File: src/rtl/cpu_defs.sv
// Shared LoongArch pipeline definitions: exception codes, CSR numbers,
// WB FSM states and the MEM->WB bundle.
package cpu_defs;

    localparam logic [5:0] ECODE_ADE     = 6'h8;
    localparam logic [5:0] ECODE_ALE     = 6'h9;
    localparam logic [5:0] ECODE_SYS     = 6'hB;
    localparam logic [8:0] ESUBCODE_ADEF = 9'h0;

    localparam logic [13:0] CSR_CRMD   = 14'h0000;
    localparam logic [13:0] CSR_PRMD   = 14'h0001;
    localparam logic [13:0] CSR_ESTAT  = 14'h0005;
    localparam logic [13:0] CSR_ERA    = 14'h0006;
    localparam logic [13:0] CSR_BADV   = 14'h0007;
    localparam logic [13:0] CSR_EENTRY = 14'h000c;
    localparam logic [13:0] CSR_SAVE0  = 14'h0030;
    localparam logic [13:0] CSR_SAVE1  = 14'h0031;
    localparam logic [13:0] CSR_SAVE2  = 14'h0032;
    localparam logic [13:0] CSR_SAVE3  = 14'h0033;

    typedef enum logic {
        IDLE,
        FLUSH
    } wb_state_t;

    typedef struct packed {
        logic [31:0] pc;
        logic        ex;
        logic [5:0]  ecode;
        logic [8:0]  esubcode;
        logic [31:0] vaddr;
        logic        ertn;
        logic        csr_re;
        logic        csr_we;
        logic [13:0] csr_num;
        logic [31:0] csr_wmask;
        logic [31:0] csr_wvalue;
        logic        rf_we;
        logic [4:0]  rf_dest;
        logic [31:0] result;
    } ms_ws_t;

endpackage

File: src/rtl/wb_commit.sv
// Writeback/commit stage: registers the MEM output, drives CSR access and
// exception/ertn commit, and issues a one-cycle epoch-tagged pipeline flush.
module wb_commit
    import cpu_defs::*;
#(
    parameter int CNT_W = 32
) (
    input  logic             clk,
    input  logic             resetn,
    input  logic             ms_to_ws_valid,
    input  logic             ms_epoch,
    input  logic [31:0]      ms_pc,
    input  logic             ms_ex,
    input  logic [5:0]       ms_ecode,
    input  logic [8:0]       ms_esubcode,
    input  logic [31:0]      ms_vaddr,
    input  logic             ms_ertn,
    input  logic             ms_csr_re,
    input  logic             ms_csr_we,
    input  logic [13:0]      ms_csr_num,
    input  logic [31:0]      ms_csr_wmask,
    input  logic [31:0]      ms_csr_wvalue,
    input  logic             ms_rf_we,
    input  logic [4:0]       ms_rf_dest,
    input  logic [31:0]      ms_result,
    output logic             ws_allowin,
    output logic             csr_re,
    output logic             csr_we,
    output logic [13:0]      csr_num,
    output logic [31:0]      csr_wmask,
    output logic [31:0]      csr_wvalue,
    input  logic [31:0]      csr_rvalue,
    output logic             wb_ex,
    output logic             ertn_flush,
    output logic [5:0]       wb_ecode,
    output logic [8:0]       wb_esubcode,
    output logic [31:0]      wb_pc,
    output logic [31:0]      wb_vaddr,
    input  logic [31:0]      ex_entry,
    input  logic [31:0]      ertn_entry,
    output logic             flush,
    output logic [31:0]      flush_target,
    output logic             ws_epoch,
    output logic             rf_we,
    output logic [4:0]       rf_waddr,
    output logic [31:0]      rf_wdata,
    output logic [CNT_W-1:0] retired_cnt
);

    wb_state_t state;
    logic      ws_valid;
    ms_ws_t    ws;
    ms_ws_t    ms_bundle;
    logic      commit;

    assign ms_bundle = '{
        pc:         ms_pc,
        ex:         ms_ex,
        ecode:      ms_ecode,
        esubcode:   ms_esubcode,
        vaddr:      ms_vaddr,
        ertn:       ms_ertn,
        csr_re:     ms_csr_re,
        csr_we:     ms_csr_we,
        csr_num:    ms_csr_num,
        csr_wmask:  ms_csr_wmask,
        csr_wvalue: ms_csr_wvalue,
        rf_we:      ms_rf_we,
        rf_dest:    ms_rf_dest,
        result:     ms_result
    };

    // WB never stalls in IDLE; FLUSH holds the next instruction upstream.
    assign ws_allowin = (state == IDLE);
    assign commit     = ws_valid && (state == IDLE);
    assign flush      = (state == FLUSH);

    always_comb begin
        wb_ex       = 1'b0;
        ertn_flush  = 1'b0;
        wb_ecode    = '0;
        wb_esubcode = '0;
        wb_pc       = '0;
        wb_vaddr    = '0;
        csr_re      = 1'b0;
        csr_we      = 1'b0;
        csr_num     = '0;
        csr_wmask   = '0;
        csr_wvalue  = '0;
        rf_we       = 1'b0;
        rf_waddr    = '0;
        rf_wdata    = '0;
        if (commit) begin
            wb_ex       = ws.ex;
            ertn_flush  = ws.ertn && !ws.ex;
            wb_ecode    = ws.ecode;
            wb_esubcode = ws.esubcode;
            wb_pc       = ws.pc;
            wb_vaddr    = ws.vaddr;
            csr_re      = ws.csr_re;
            csr_we      = ws.csr_we && !ws.ex;
            csr_num     = ws.csr_num;
            csr_wmask   = ws.csr_wmask;
            csr_wvalue  = ws.csr_wvalue;
            rf_we       = ws.rf_we && !ws.ex && (ws.rf_dest != 5'd0);
            rf_waddr    = ws.rf_dest;
            rf_wdata    = ws.csr_re ? csr_rvalue : ws.result;
        end
    end

    always_ff @(posedge clk) begin
        if (!resetn) begin
            ws_valid     <= 1'b0;
            ws           <= '0;
            state        <= IDLE;
            ws_epoch     <= 1'b0;
            retired_cnt  <= '0;
            flush_target <= '0;
        end else begin
            if (ws_allowin) begin
                ws_valid <= ms_to_ws_valid && (ms_epoch == ws_epoch);
                ws       <= ms_bundle;
            end
            if (commit) begin
                retired_cnt <= retired_cnt + CNT_W'(1);
            end
            unique case (state)
                IDLE: begin
                    // Redirect; the in-flight younger instruction is wrong-path.
                    if (wb_ex || ertn_flush) begin
                        state        <= FLUSH;
                        flush_target <= wb_ex ? ex_entry : ertn_entry;
                        ws_epoch     <= ~ws_epoch;
                        ws_valid     <= 1'b0;
                    end
                end
                FLUSH: state <= IDLE;
                default: state <= IDLE;
            endcase
        end
    end

endmodule
File: config.mk
export PLATFORM = sky130hd
export DESIGN_NAME = wb_commit
export DESIGN_NICKNAME = d
export VERILOG_FILES = /design/src/rtl/cpu_defs.sv /design/src/rtl/wb_commit.sv
export SDC_FILE = /design/constraint.sdc
export NUM_CORES = 1
export LEC_CHECK = 0
export BUFFER_PORTS_ARGS = -buffer_cell sky130_fd_sc_hd__buf_2
export CORE_AREA = 2 2 218 220
export DETAILED_ROUTE_END_ITERATION = 6
export DIE_AREA = 0 0 220 222
export HOLD_SLACK_MARGIN = 0.03
export PLACE_DENSITY = 0.5
export SYNTH_ARGS = -nofsm -noshare
export SYNTH_HDL_FRONTEND = slang
export SYNTH_SLANG_ARGS = --single-unit
File: constraint.sdc
create_clock -name clk -period 2.3 [get_ports clk]
set_input_delay 0.345 -clock clk [delete_from_list [all_inputs] [get_ports clk]]
set_output_delay 0.345 -clock clk [all_outputs]
set_load 0.01 [all_outputs]
==> results.toml <==
[logic_synthesis]
yosys.cell_types.count = 33
yosysWarningCount = 0
synth.avg_cell_area_sq_um = 9.03
synthesis.area_sq_um = 11500
synth_edf_count = 0
ys_async_sr_fraction_pct = 0
synthDominantCellAreaShare_pct = 46.3
netlist.top_cell.by_area = "dfxtp_1"
postSynthCellCount = 1273
yosysMostFrequentCell = "nor2_1"
ys_top_cells_by_count = "nor2_1, dfxtp_1, mux2i_1, and2_1, nand2_1"
synth-seq-cells = 266
synthFlopType = "dfxtp_1"
synth_area_leaders = "dfxtp_1, mux2i_1, and2_1, nor2_1, nand2_1"
syn-num-nets = 1573
seq_area_frac_synth_pct = 46.3

[timing]
fmax_ghz = 0.451
fin_skew_ps = 15.9
drv_slew = 0
setup_slack_ps = 81.7
rsz0062_at_grt = "yes"
setup_viol = 0
period_minus_slack_ps = 2220
finalCritPeriodShare_pct = 96.4
tightestPinTransition_ps = 919
final-hold-violation-count = 0
max_slew_margin_pct = 38.7

[layout]
fin_cells = 2702
nNetsFinal = 2366
area_growth_pct = 65.2
fillCellCount = 4572
drive_gt1_share_pct = 31.8

[floorplan]
coreArea_sq_um = 46300
die_height_um = 222
start_util_pct = 24.9
num_rows = 79
ios = 565
design.die.area_sq_um = 48800
dieWidth_um = 220

[run]
maxCapViolCount = 0

[clocking]
clkLatencyLatePin_ps = 570
clkTransAtPathRegs_ps = 60
cts_root_buffer = "clkbuf_16"
tritoncts = "built"
clk_path_buf_depth = 3
numCtsBuffers = 31
clock-sinks = 266
htreeDepth = 1

[outcome]
status = "finished clean"

[critical_path]
path_cells = "nor2b_4 -> buf_6 -> buf_16 -> and2_1 -> buf_2"
arrival_ps = 1870
cpLargestDelayFamily = "buffers and inverters"
crit_type = "register to output pin"
crit_buf_inv = 3
crit_slowest_cell = "dfxtp_2"
start_kind = "register"
cpPeakStageDelay_ps = 380
critPathMaxFanout = 21
critPathRequiredTime_ps = 1960
cp-end-kind = "output pin"

[power_and_ir_drop]
power_mw = 11.6
power_density_nw_per_um2 = 610
peakVddDrop_v = 0.000529
leakagePower_nw = 8.57

[global_route]
grt_pass1_wl_mm = 64.2
grt_pass1_vias = 12100
overflow = 0
antenna_found_initial = 6
grt_start_max_net_pins = 104
grt_usage_pct = 16.3

[place]
portBuffers = 564
hpwl_mm = 27.7
dpl_worst_slack_ps = 149
dp.cells = 2373
gp_congestion = 0.786

[route]
vias_per_cell = 4.41
wl_mm = 43.2
drt.antenna.violating_nets = 0
drcViolationCount = 0
drt-pass1-iter-count = 5
wl_per_cell_um = 16.0
vias = 11900
drt_first_iter_violations = 538

[min_path]
min_path_type = "primary input to register"
==> sequential cells by signal, summed over array words and instances, names as in the netlist <==
signal and count:
ws 199, flush_target 32, retired_cnt 32, flush 1, ws_epoch 1, ws_valid 1
==> cell usage in the layout (no fill, tap or decap), types with 6 or more instances in the layout <==
cell and count:
nand3_1 7, nand2_1 78, or3_1 6, nor2_1 275, a311oi_1 31, nand4_1 12, xor2_1 7, clkbuf_16 35
o31ai_1 13, buf_2 564, and2_1 167, buf_4 15, mux2i_1 234, inv_1 8, buf_12 11, a21oi_1 20
or4_1 13, dlygate4sd3_1 258, clkbuf_8 14, dfxtp_1 263
==> metal layers <==
metal  GRT usage [%]  vias to the layer above  part of all wire, %
met5               0                        -                    0
met4            6.26                        0                  3.3
met3            4.43                       93                  7.8
met2            28.2                      440                   48
met1            18.9                     5515                   41
li1                -                     5858                    -
==> worst register-to-register path, delay by kind of cell, from the launching register on <==
kind / cells / cell delay [ps]
flops: 1 / 440
compound gates: 1 / 290
simple gates: 2 / 260
buf+inv: 4 / 1150
==> cells by family after synthesis <==
kind of cell / count (synthesis) / share of synthesized area, %
adders and majority gates: 1 / 0.109
DFF: 266 / 46.3
AOI/OAI and AO/OA: 72 / 4.54
buffers and inverters: 107 / 3.66
xor gates and xnor gates: 12 / 0.914
and+or+nand+nor: 581 / 24.1
muxes: 234 / 20.4
==> timing repair <==
action / in CTS / in global routing
endpoints found under the setup margin: 127 / 41
hold buffers: 258 / 0
gates cloned: 2 / 4
setup buffers: 2 / 1
pin swaps: 0 / 1
hold endpoints to repair: 230 / 0
gates resized for setup: 6 / 5
==> cell type report <==
class / count / area (sq um) / share of cell area (%)
clock buffer: 49 / 983 / 5.18
sequential: 266 / 5330 / 28.1
timing repair buffer: 858 / 5990 / 31.5
inverter: 9 / 41.3 / 0.217
antenna: 5 / 12.5 / 0.0659
tap: 607 / 759 / 4.00
multi-input combinational: 900 / 5790 / 30.5
clock inverter: 8 / 93.8 / 0.494
==> report_power, final <==
| group | switching (mW) | internal [mW] | leakage [nW] | total, mW |
|---|---|---|---|---|
| combinational | 0.657 | 0.846 | 5.83 | 1.50 |
| sequential | 0.131 | 4.84 | 2.20 | 4.97 |
| clock | 1.98 | 3.13 | 0.540 | 5.11 |
| total | 2.77 | 8.82 | 8.57 | 11.6 |
==> final timing paths <==
check / from / end / slack, ps / cells after the start
worst max register to register: flush / flush_target[17] / 110 / 7
worst min register to register: retired_cnt[31] / retired_cnt[31] / 470 / 2
worst min-delay path: ms_vaddr[31] / ws[150] / 80 / 3
worst max-delay path: ws_valid / wb_pc[10] / 80 / 5
==> per-stage QoR <==
step | setup TNS (ps) | util [%] | cell area (sq um) | hold WS (ps)
after global placement | 0 | 32.6 | 15100 | 453
after CTS | 0 | 40.7 | 18800 | 36.3
after floorplan | 0 | - | 11500 | 455
after global routing | -12.0 | 41.0 | 19000 | 59.0
final | 0 | 41.1 | 19000 | 79.9
after detailed placement | 0 | 32.6 | 15100 | 467
Power figures use the tool's default switching activity.
